==> config.mk <==
export PLATFORM = sky130hd
export DESIGN_NAME = uart_tx_fifo_flat
export DESIGN_NICKNAME = d
export VERILOG_FILES = /design/src/rtl/uart_tx_pkg.sv /design/src/rtl/uart_tx_fifo_if.sv /design/src/rtl/uart_tx_sync_fifo.sv /design/src/rtl/uart_tx_fifo.sv /design/src/flat_wrapper.sv
export SDC_FILE = /design/constraint.sdc
export NUM_CORES = 1
export LEC_CHECK = 0
export CELL_PAD_IN_SITES_DETAIL_PLACEMENT = 1
export CELL_PAD_IN_SITES_GLOBAL_PLACEMENT = 1
export CORE_ASPECT_RATIO = 1.2
export CORE_MARGIN = 1
export CORE_UTILIZATION = 40
export DETAILED_ROUTE_END_ITERATION = 7
export PLACE_DENSITY_LB_ADDON = 0.3
export SLEW_MARGIN = 20
export SYNTH_ARGS = -nofsm -noshare
export SYNTH_HDL_FRONTEND = slang
export SYNTH_SLANG_ARGS = --single-unit
==> constraint.sdc <==
create_clock -name clk -period 5.3 [get_ports clk]
set_input_delay 1.06 -clock clk [delete_from_list [all_inputs] [get_ports clk]]
set_output_delay 1.06 -clock clk [all_outputs]
set_load 0.005 [all_outputs]
==> src/rtl/uart_tx_pkg.sv <==
// Shared types and constants for the buffered UART transmitter.
package uart_tx_pkg;

    localparam int UART_DATA_BITS = 8;

    typedef enum logic [2:0] {
        IDLE,
        START,
        DATA,
        PARITY,
        STOP
    } uart_tx_state_e;

    // Even parity: the parity bit makes the total count of ones even.
    function automatic logic even_parity(input logic [UART_DATA_BITS-1:0] b);
        return ^b;
    endfunction

endpackage

==> src/rtl/uart_tx_fifo_if.sv <==
// Byte push port: valid/ready handshake into the transmit FIFO.
interface uart_tx_fifo_if import uart_tx_pkg::*; ();

    logic [UART_DATA_BITS-1:0] data;
    logic                      valid;
    logic                      ready;

    modport master (output data, output valid, input  ready);
    modport slave  (input  data, input  valid, output ready);

endinterface

==> src/rtl/uart_tx_sync_fifo.sv <==
// Single-clock FIFO with an extra pointer MSB to tell full from empty.
module uart_tx_sync_fifo #(
    parameter  int DEPTH = 16,
    parameter  int WIDTH = 8,
    localparam int AW    = $clog2(DEPTH)
) (
    input  logic             clk,
    input  logic             rst_n,
    input  logic             push,
    input  logic [WIDTH-1:0] wdata,
    input  logic             pop,
    output logic [WIDTH-1:0] rdata,
    output logic             full,
    output logic             empty,
    output logic [AW:0]      level
);

    logic [WIDTH-1:0] mem [DEPTH];
    logic [AW:0]      wr_ptr;
    logic [AW:0]      rd_ptr;
    logic             do_push;
    logic             do_pop;

    assign empty   = (wr_ptr == rd_ptr);
    assign full    = (wr_ptr[AW] != rd_ptr[AW]) && (wr_ptr[AW-1:0] == rd_ptr[AW-1:0]);
    assign level   = wr_ptr - rd_ptr;
    assign rdata   = mem[rd_ptr[AW-1:0]];
    // Full refuses a push even when a pop happens in the same cycle.
    assign do_push = push && !full;
    assign do_pop  = pop && !empty;

    // Storage needs no reset; resetting the pointers discards the contents.
    always_ff @(posedge clk) begin
        if (do_push) mem[wr_ptr[AW-1:0]] <= wdata;
    end

    // Pointer update; wrap is implicit in the AW+1 bit arithmetic.
    always_ff @(posedge clk or negedge rst_n) begin
        if (!rst_n) begin
            wr_ptr <= '0;
            rd_ptr <= '0;
        end else begin
            if (do_push) wr_ptr <= wr_ptr + 1'b1;
            if (do_pop)  rd_ptr <= rd_ptr + 1'b1;
        end
    end

endmodule

==> src/rtl/uart_tx_fifo.sv <==
// Buffered 8N1/8E1 UART transmitter: push FIFO feeding a baud-divided serialiser.
module uart_tx_fifo import uart_tx_pkg::*; #(
    parameter int FIFO_DEPTH = 16,
    parameter int DIV_W      = 16
) (
    input  logic                        clk,
    input  logic                        rst_n,
    input  logic [DIV_W-1:0]            cfg_div_i,
    input  logic                        cfg_parity_en_i,
    input  logic                        cfg_stop2_i,
    uart_tx_fifo_if.slave               push_if,
    output logic                        tx_o,
    output logic                        busy_o,
    output logic [$clog2(FIFO_DEPTH):0] level_o
);

    localparam logic [DIV_W-1:0] CNT_ONE = 1;

    uart_tx_state_e            state;
    logic [DIV_W-1:0]          cnt;
    logic [DIV_W-1:0]          div_l;
    logic                      par_en_l;
    logic                      stop2_l;
    logic                      stop_2nd;
    logic                      par_bit;
    logic [2:0]                bit_cnt;
    logic [UART_DATA_BITS-1:0] shift;

    logic                      fifo_full;
    logic                      fifo_empty;
    logic [UART_DATA_BITS-1:0] head;
    logic                      bit_end;
    logic                      frame_done;
    logic                      pop;

    assign push_if.ready = !fifo_full;
    assign bit_end       = (cnt == '0);
    assign frame_done    = (state == STOP) && bit_end && (!stop2_l || stop_2nd);
    // Pop from IDLE, or at the end of the last stop bit for gapless back-to-back frames.
    assign pop           = !fifo_empty && ((state == IDLE) || frame_done);
    assign busy_o        = (state != IDLE) || !fifo_empty;

    uart_tx_sync_fifo #(
        .DEPTH (FIFO_DEPTH),
        .WIDTH (UART_DATA_BITS)
    ) u_fifo (
        .clk   (clk),
        .rst_n (rst_n),
        .push  (push_if.valid),
        .wdata (push_if.data),
        .pop   (pop),
        .rdata (head),
        .full  (fifo_full),
        .empty (fifo_empty),
        .level (level_o)
    );

    // Frame FSM with baud down-counter; tx_o is a flop so the pad never sees a glitch.
    always_ff @(posedge clk or negedge rst_n) begin
        if (!rst_n) begin
            state    <= IDLE;
            tx_o     <= 1'b1;
            cnt      <= '0;
            div_l    <= '0;
            par_en_l <= 1'b0;
            stop2_l  <= 1'b0;
            stop_2nd <= 1'b0;
            par_bit  <= 1'b0;
            bit_cnt  <= '0;
            shift    <= '0;
        end else begin
            case (state)
                IDLE: begin
                    tx_o <= 1'b1;
                end
                START: begin
                    if (bit_end) begin
                        state   <= DATA;
                        tx_o    <= shift[0];
                        cnt     <= div_l;
                        bit_cnt <= '0;
                    end else begin
                        cnt <= cnt - CNT_ONE;
                    end
                end
                DATA: begin
                    if (bit_end) begin
                        cnt <= div_l;
                        if (bit_cnt == 3'd7) begin
                            stop_2nd <= 1'b0;
                            if (par_en_l) begin
                                state <= PARITY;
                                tx_o  <= par_bit;
                            end else begin
                                state <= STOP;
                                tx_o  <= 1'b1;
                            end
                        end else begin
                            shift   <= shift >> 1;
                            tx_o    <= shift[1];
                            bit_cnt <= bit_cnt + 3'd1;
                        end
                    end else begin
                        cnt <= cnt - CNT_ONE;
                    end
                end
                PARITY: begin
                    if (bit_end) begin
                        state    <= STOP;
                        tx_o     <= 1'b1;
                        cnt      <= div_l;
                        stop_2nd <= 1'b0;
                    end else begin
                        cnt <= cnt - CNT_ONE;
                    end
                end
                STOP: begin
                    if (bit_end) begin
                        if (stop2_l && !stop_2nd) begin
                            stop_2nd <= 1'b1;
                            cnt      <= div_l;
                        end else begin
                            state <= IDLE;
                            tx_o  <= 1'b1;
                        end
                    end else begin
                        cnt <= cnt - CNT_ONE;
                    end
                end
                default: begin
                    state <= IDLE;
                    tx_o  <= 1'b1;
                end
            endcase

            // Frame start overrides the above: take the head byte and freeze the config.
            if (pop) begin
                state    <= START;
                tx_o     <= 1'b0;
                shift    <= head;
                par_bit  <= even_parity(head);
                div_l    <= cfg_div_i;
                cnt      <= cfg_div_i;
                par_en_l <= cfg_parity_en_i;
                stop2_l  <= cfg_stop2_i;
            end
        end
    end

endmodule

==> src/flat_wrapper.sv <==
// flat-port wrapper written by rule: the top's interface ports become plain ports
module uart_tx_fifo_flat import uart_tx_pkg::*;
#(
    parameter int FIFO_DEPTH = 16,
    parameter int DIV_W      = 16
)
  (clk, rst_n, cfg_div_i, cfg_parity_en_i, cfg_stop2_i, tx_o, busy_o, level_o, push_if_data, push_if_valid, push_if_ready);
  uart_tx_fifo_if push_if_i ();
  input  logic clk;
  input  logic rst_n;
  input  logic [DIV_W-1:0] cfg_div_i;
  input  logic cfg_parity_en_i;
  input  logic cfg_stop2_i;
  output logic tx_o;
  output logic busy_o;
  output logic [$clog2(FIFO_DEPTH):0] level_o;
  input wire logic [$bits(push_if_i.data)-1:0] push_if_data;
  input wire logic [$bits(push_if_i.valid)-1:0] push_if_valid;
  output wire logic [$bits(push_if_i.ready)-1:0] push_if_ready;
  assign push_if_i.data = push_if_data;
  assign push_if_i.valid = push_if_valid;
  assign push_if_ready = push_if_i.ready;
  uart_tx_fifo #(.FIFO_DEPTH(FIFO_DEPTH), .DIV_W(DIV_W)) u_core (.clk(clk), .rst_n(rst_n), .cfg_div_i(cfg_div_i), .cfg_parity_en_i(cfg_parity_en_i), .cfg_stop2_i(cfg_stop2_i), .push_if(push_if_i), .tx_o(tx_o), .busy_o(busy_o), .level_o(level_o));
endmodule
==> results.yml, run 1 <==
routing:
  ant_nets: 0
  wl_per_cell_um: 20.3
  drt-vias-per-instance: 5.49
  dr_wl_met2_um: 9870
  drc_errors: 0
  drt-total-wl_um: 19200
  top_layer_used: "met4"
  drt_first_pass_iters: 4
  dr_total_vias: 5197
  met1_length_um: 8120
  dr_wl_met3_um: 639
  drt_iter0_drc: 295
synth:
  synth-adder-area-share_pct: 2.14
  synth_nets: 675
  yosys.area_share.simple_pct: 10.2
  synth_edf_count: 128
  synth_seq_cells: 189
  synthFlopType: "edfxtp_1"
  synth_cell_types: 55
  synth_top_area_cell: "edfxtp_1"
  synth_area_um2: 8530
  yosysWarnings: 0
  synth-async-reset-ratio_pct: 32.3
  synth_compound_area_share_pct: 7.16
  synthMuxAreaShare_pct: 11.6
  synthTopCellsByCount: "edfxtp_1, nand2_1, dfrtp_1"
  synth.most_common_cell: "edfxtp_1"
  netlist_top_cells_area: "edfxtp_1, dfrtp_1, mux4_2"
  synth_top_family_by_area: "multiplexers"
  synthCells: 632
  synth_top_area_share_pct: 45.1
  yosysSeqAreaShare_pct: 63.0
  synth.avg_cell_area_um2: 13.5
  synth_xor_area_share_pct: 3.34
clocking:
  worst_skew_pair.late_latency_ns: 0.44
  ctsLongestPathBuffers: 2
  post_cts_buffers: 0
  tritoncts: "done"
  cts-root-buf: "clkbuf_16"
  cts_resized: 0
  cts.sink_count: 189
  cts_inserted_buffers: 17
  postCtsHoldBufs: 0
  h-tree-depth: 4
  clkTransAtPathRegs_ns: 0.08
place:
  place_ws_ns: 1.71
  gp_congestion: 0.783
  dp.cells: 914
  portBuffers: 36
  place_hpwl_um: 12800
  placed_area_um2: 9150
layout:
  final_cell_area_um2: 9790
  syn2layout_area_growth_pct: 14.8
  layout-drive-gt1-share_pct: 13.8
  layout.nets: 706
  seq_area_um2: 5370
  diodes: 0
  instances_no_fill: 946
  multiInputGateArea_um2: 2950
  fillers: 2114
floorplanning:
  io_pins: 37
  core_area_um2: 21000
  die_height_um: 162
  initial_utilization_pct: 40.7
  dieWidth_um: 135
  die_area_um2: 21900
  rows: 58
sta:
  slew_violations: 0
  clock.fmax_mhz: 249
  slew_headroom_pct: 35.3
  setup_viol_count_final: 0
  skew_ns: 0.0143
  finalHoldViolations: 0
  holdWs_ns: 0.483
  finalCritPeriodShare_pct: 75.6
  rsz0062_at_grt: "no"
  finalCriticalPeriod_ns: 4.01
  finalSetupTns_ns: 0
  worst_pin_slew_ns: 0.971
  finalWorstSetupSlack_ns: 1.29
outcome:
  status: "finished, final reports clean"
power:
  ir_drop_mv: 0.261
  power_leakage_nw: 3.60
  power_density_nw_per_um2: 598
grt:
  grt_start_max_net_pins: 42
  grt_pass1_vias: 5709
  grt_pass1_wl_um: 31300
  antenna_found_initial: 0
  overflow: 0
  grt_usage_pct: 19.2
setup_path:
  crit_required_ns: 4.24
  ff2ff_setup_slack_ns: 2.03
  cp-end-kind: "output pin"
  crit_fanout: 36
  worst_setup_path_start_kind: "register"
  critPathKind: "reg2out"
  cp.arrival_ns: 2.95
hold_path:
  min_path_type: "reg2reg"
job:
  max-cap-violations: 0
report_power, final:
group | switching [mW] | internal, mW
registers | 0.243 | 1.91
clock network | 0.654 | 0.692
logic | 1.29 | 1.07
total | 2.19 | 3.67
layer usage:
layer / vias to the layer above / GRT usage [%]
met2: 101 / 32.6
met5: - / 0
met3: 32 / 3.81
met1: 2682 / 23.6
li1: 2382 / -
met4: 0 / 8.32
logic make-up (layout without fill, tap and decap cells):
group,count (synthesis),count (layout)
AOI/OAI and AO/OA,97,97
xor gates and xnor gates,31,31
adders and majority gates,14,14
buffers and inverters,50,94
DFF,189,189
muxes,58,58
and+or+nand+nor,193,193
through the flow:
step	util, %	power (mW)
floorplan	-	3.85
global placement	43.6	4.46
detailed placement	43.6	4.57
CTS	46.7	5.93
global route	46.7	6.24
finish	46.7	5.86
worst max-delay path, stage by stage, from the launching register on:
cell and delay [ns]:
dfrtp_1 0.33, buf_4 0.43, inv_1 0.10, ha_1 0.37, and4_1 0.23, nand2b_1 0.15
or4_1 0.42, clkdlybuf4s50_1 0.46
cells in the final DEF (no fill, tap or decap), types with 3 or more instances in the layout:
master and count:
edfxtp_1 128, inv_1 14, nor2_1 46, nor3_1 6
xnor2_1 16, xor2_1 14, buf_4 11, a31oi_1 11
inv_6 4, nor4_1 3, dfrtp_1 59, a21o_1 4
nand3_1 8, a21oi_1 24, nand2_1 105, nand2b_1 7
clkdlybuf4s50_1 35, a211oi_1 10, mux2i_1 22, mux2_2 4
o211ai_1 7, clkbuf_16 17, clkinv_8 7, mux4_2 32
ha_1 13, o21ai_0 25, nor2b_1 4
registers in the layout, summed over array words and instances, names as in the netlist:
| signal | count |
|---|---|
| u_core.div_l | 16 |
| u_core.u_fifo.wr_ptr | 5 |
| u_core.stop_2nd | 1 |
| u_core.u_fifo.mem | 128 |
| u_core.par_en_l | 1 |
| u_core.shift | 8 |
| u_core.stop2_l | 1 |
| u_core.bit_cnt | 3 |
| u_core.par_bit | 1 |
| u_core.state | 3 |
| u_core.cnt | 16 |
| u_core.u_fifo.rd_ptr | 5 |
| u_core.tx_o | 1 |
final timing paths:
path / startpoint / to / depth (start not counted)
hold / removal: u_core.div_l[3] / u_core.div_l[3] / 2
max in group asynchronous: rst_n / u_core.u_fifo.rd_ptr[1] / 2
setup reg to reg: u_core.cnt[2] / u_core.cnt[2] / 8
setup / recovery: u_core.u_fifo.rd_ptr[2] / busy_o / 7
hold reg to reg: u_core.div_l[3] / u_core.div_l[3] / 2
min in group asynchronous: rst_n / u_core.state[0] / 1
layout make-up:
cell class / count / share of cell area [%]
clock buffers: 17 / 4.35
inverters: 15 / 0.575
well taps: 270 / 3.45
repair buffers: 47 / 4.47
flip-flops and latches: 189 / 54.9
clock inverters: 15 / 2.20
multi-input cells: 393 / 30.1
Power figures use the tool's default switching activity.
==> inputs of run 2 (changes only) <==
clock period = 3.7 ns   (was 5.3 ns; I/O delays follow)
==> results.yml, run 2 (synthesis results as in run 1) <==
place:
  gp_congestion: 0.828
  place_ws_ns: 0.662
  portBuffers: 36
  place_hpwl_um: 13500
setup_path:
  r2r-end: "u_core.u_fifo.mem[11][6]"
  worst_setup_path_start_kind: "register"
  crit_fanout: 18
  cp-end-kind: "output pin"
  crit_required_ns: 2.96
  crit_start: "u_core.u_fifo.rd_ptr[3]"
  cp.arrival_ns: 2.74
  worstSetupEndpoint: "busy_o"
  ff2ff_setup_slack_ns: 0.77
  critPathKind: "reg2out"
  reg2regPathDepth: 7
  reg2reg_from: "u_core.u_fifo.rd_ptr[3]"
power:
  power_leakage_nw: 3.64
  power_density_nw_per_um2: 857
  ir_drop_mv: 0.436
floorplanning:
  die_area_um2: 21900
  dieWidth_um: 135
  core_area_um2: 21000
  io_pins: 37
  rows: 58
  die_height_um: 162
  initial_utilization_pct: 40.7
grt:
  grt_usage_pct: 19.2
  grt_start_max_net_pins: 36
  grt_pass1_wl_um: 31300
  grt_pass1_vias: 5716
  overflow: 0
  antenna_found_initial: 0
routing:
  drt-vias-per-instance: 5.46
  drt_iter0_drc: 245
  wl_per_cell_um: 20.6
  drt-total-wl_um: 19700
  drc_errors: 0
  ant_nets: 0
  drt_first_pass_iters: 5
  dr_total_vias: 5211
clocking:
  worst_skew_pair.late_latency_ns: 0.44
  post_cts_buffers: 0
  h-tree-depth: 4
  clkTransAtPathRegs_ns: 0.08
  postCtsHoldBufs: 0
  cts-root-buf: "clkbuf_16"
  tritoncts: "done"
  cts_resized: 0
  cts_inserted_buffers: 17
  ctsLongestPathBuffers: 2
  cts.sink_count: 189
sta:
  slew_headroom_pct: 46.2
  finalCriticalPeriod_ns: 3.48
  finalCritPeriodShare_pct: 94.1
  worst_pin_slew_ns: 0.800
  slew_violations: 0
  setup_viol_count_final: 0
  rsz0062_at_grt: "no"
  clock.fmax_mhz: 287
  skew_ns: 0.0140
  finalSetupTns_ns: 0
  finalHoldViolations: 0
  finalWorstSetupSlack_ns: 0.218
outcome:
  status: "finished, final reports clean"
layout:
  final_cell_mix: "edfxtp_1, nand2_1, dfrtp_1"
  layout-drive-gt1-share_pct: 14.8
  layout.nets: 714
  diodes: 0
  syn2layout_area_growth_pct: 15.4
  largest_reg_flops: 128
  final_common_cell: "edfxtp_1"
hold_path:
  min_path_type: "in2async"
job:
  max-cap-violations: 0
-- run 2: cell count changes in the layout (fill, tap and decap cells not counted) --
| cell | change |
|---|---|
| buf_4 | +7 |
| clkinv_8 | -5 |
| clkinvlp_4 | +3 |
| inv_8 | +3 |
| buf_12 | +1 |
| bufinv_16 | +1 |
| inv_12 | -1 |
| inv_6 | -1 |
-- run 2: worst min path at each step --
stage | start | end | slack, ns | depth (start not counted)
6_report | rst_n | u_core.u_fifo.wr_ptr[0] | 0.33 | 1
5_1_grt | rst_n | u_core.u_fifo.wr_ptr[4] | 0.38 | 1
4_1_cts | rst_n | u_core.u_fifo.wr_ptr[1] | 0.35 | 1
3_3_place_gp | u_core.div_l[14] | u_core.div_l[14] | 0.45 | 2
3_5_place_dp | u_core.div_l[2] | u_core.div_l[2] | 0.47 | 2
2_1_floorplan | rst_n | u_core.bit_cnt[0] | 0.44 | 0
-- run 2: metrics by stage --
step | total power, mW | hold WS, ns | cells | cell area (µm²) | util [%]
floorplan | 5.51 | 0.441 | 632 | 8530 | -
global placement | 6.43 | 0.455 | 922 | 9220 | 44.0
detailed placement | 6.62 | 0.472 | 922 | 9220 | 44.0
CTS | 8.56 | 0.346 | 954 | 9840 | 46.9
global route | 8.95 | 0.382 | 954 | 9840 | 46.9
finish | 8.44 | 0.332 | 954 | 9840 | 46.9
-- run 2: layout make-up --
type                    instances  area, µm²
well taps                     270        338
multi-input cells             393       2950
fillers                      2090      11100
flip-flops and latches        189       5370
clock inverters                15        195
inverters                      15       56.3
clock buffers                  17        425
repair buffers                 55        510
-- run 2: power breakdown --
group / switching [mW] / internal (mW) / leakage, nW / total [mW]
Clock: 0.869 / 1.03 / 0.294 / 1.90
Sequential: 0.350 / 2.74 / 1.90 / 3.08
Combinational: 1.89 / 1.56 / 1.45 / 3.45
Total: 3.11 / 5.33 / 3.64 / 8.44
-- run 2: metal layers --
layer	track usage, %	vias to the layer above	wire length (µm)	share of wire [%]
met1	22.8	2703	8090	41
met4	6.95	0	338	1.7
met2	35.2	81	10700	54
li1	-	2404	-	-
met3	2.72	23	566	2.9
met5	0	-	0	0
-- run 2: critical path: stages (launching register included) --
cell	delay, ns
dfrtp_1	0.47
inv_2	0.19
ha_1	0.37
and4_1	0.23
nand2b_1	0.16
or4_1	0.42
clkdlybuf4s50_1	0.46
==> inputs of run 3 (changes only) <==
CORE_MARGIN = 2   (was 1)
GPL_ROUTABILITY_DRIVEN = 0   (was not set)
==> results.yml, run 3 (synthesis results as in run 1) <==
job:
  max-cap-violations: 0
grt:
  grtUsageMet2_pct: 33.4
  grt_pass1_vias: 5711
  grt_busiest_layer: "met2"
  grt_start_max_net_pins: 44
  use_met1_pct: 23.3
  grt_pass1_wl_um: 31500
  overflow: 0
  met3_usage_pct: 2.99
  grt_usage_pct: 18.7
  antenna_found_initial: 0
power:
  ir_drop_mv: 0.396
  seqPwrFrac_pct: 36.4
  power_density_nw_per_um2: 858
  p_sw_share_pct: 37.0
  p_comb_share_pct: 40.8
  power.switching_mw: 3.14
  clock_power_share_pct: 22.8
  intPower_mw: 5.35
  power_leakage_nw: 3.69
floorplanning:
  die_height_um: 164
  rows: 58
  dieWidth_um: 137
  io_pins: 37
  die_area_um2: 22500
  core_area_um2: 21000
  initial_utilization_pct: 40.7
layout:
  largest_reg_flops: 128
  layout.nets: 720
  syn2layout_area_growth_pct: 16.1
  fillers: 2093
  final_cell_mix: "edfxtp_1, nand2_1, dfrtp_1"
  diodes: 0
  layout-drive-gt1-share_pct: 15.5
  final_cell_area_um2: 9900
  final_common_cell: "edfxtp_1"
outcome:
  status: "finished, final reports clean"
sta:
  worst_pin_slew_ns: 0.838
  finalCriticalPeriod_ns: 3.54
  finalCritPeriodShare_pct: 95.6
  rsz0062_at_grt: "no"
  clock.fmax_mhz: 283
  slew_headroom_pct: 44.0
  slew_violations: 0
  finalSetupTns_ns: 0
  finalHoldViolations: 0
  setup_viol_count_final: 0
  skew_ns: 0.0149
routing:
  dr_total_vias: 5208
  ant_nets: 0
  drc_errors: 0
  drt_iter0_drc: 257
  drt_first_pass_iters: 5
  wl_per_cell_um: 20.3
  drt-total-wl_um: 19500
  drt-vias-per-instance: 5.43
setup_path:
  crit_fanout: 18
  cp.arrival_ns: 2.80
  critPathKind: "reg2out"
  reg2regPathDepth: 9
  cp-end-kind: "output pin"
  worst_setup_path_start_kind: "register"
  crit_required_ns: 2.96
clocking:
  ctsLongestPathBuffers: 2
  post_cts_buffers: 0
  cts_inserted_buffers: 17
  postCtsHoldBufs: 0
  clkTransAtPathRegs_ns: 0.08
  cts_resized: 0
  tritoncts: "done"
  h-tree-depth: 4
  cts.sink_count: 189
  worst_skew_pair.late_latency_ns: 0.44
  cts-root-buf: "clkbuf_16"
place:
  portBuffers: 36
  placed_area_um2: 9270
  place_hpwl_um: 13300
hold_path:
  min_path_type: "in2async"
==> run 3: cell count changes in the layout (fill, tap and decap cells not counted), sizes merged <==
cell,before,now
inv,22,23
clkinv,3,5
clkinvlp,3,0
buf,20,26
==> run 3: worst paths after layout <==
check / start / slack, ns / end
max: u_core.u_fifo.rd_ptr[3] / 0.16 / busy_o
min: rst_n / 0.30 / u_core.bit_cnt[0]
max reg2reg: u_core.u_fifo.rd_ptr[3] / 0.64 / u_core.cnt[7]
min reg2reg: u_core.div_l[1] / 0.48 / u_core.div_l[1]
max in group asynchronous: rst_n / 2.67 / u_core.div_l[0]
min in group clk: u_core.div_l[1] / 0.48 / u_core.div_l[1]
==> run 3: per-layer routing <==
| layer | vias up | wire, µm | share of wire, % |
|---|---|---|---|
| li1 | 2409 | - | - |
| met1 | 2711 | 8330 | 43 |
| met2 | 67 | 10400 | 53 |
| met3 | 21 | 481 | 2.5 |
| met4 | 0 | 248 | 1.3 |
| met5 | - | 0 | 0 |
==> run 3: power groups by stage <==
stage               registers, mW  logic [mW]  clock network [mW]
global route                 3.15        3.83                2.06
floorplan                    2.97        2.53                   0
detailed placement           3.13        3.49                   0
global placement             3.08        3.37                   0
finish                       3.09        3.47                1.94
CTS                          3.09        3.52                1.99
==> run 3: final cells by class <==
class,count,area [µm²],share of cell area [%]
inverters,15,56.3,0.568
flip-flops and latches,189,5370,54.2
clock buffers,17,425,4.30
repair buffers,61,558,5.63
clock inverters,15,209,2.11
well taps,270,338,3.41
multi-input cells,393,2950,29.7
==> run 3: per-stage QoR <==
stage               hold slack (ns)  setup slack, ns  utilization, %  power, mW  instances
detailed placement            0.467            0.635            44.2       6.62        928
CTS                           0.486            0.145            47.2       8.59        960
global route                  0.328          0.00842            47.2       9.04        960
finish                        0.297            0.161            47.2       8.50        960
floorplan                     0.441            0.639               -       5.51        632
global placement              0.455            0.695            44.2       6.45        928
==> run 3: critical path: stages (launching register included) <==
cell             delay, ns
dfrtp_1               0.48
inv_2                 0.20
ha_1                  0.38
and4_1                0.22
nand2b_1              0.16
or4_1                 0.44
clkdlybuf4s50_1       0.47
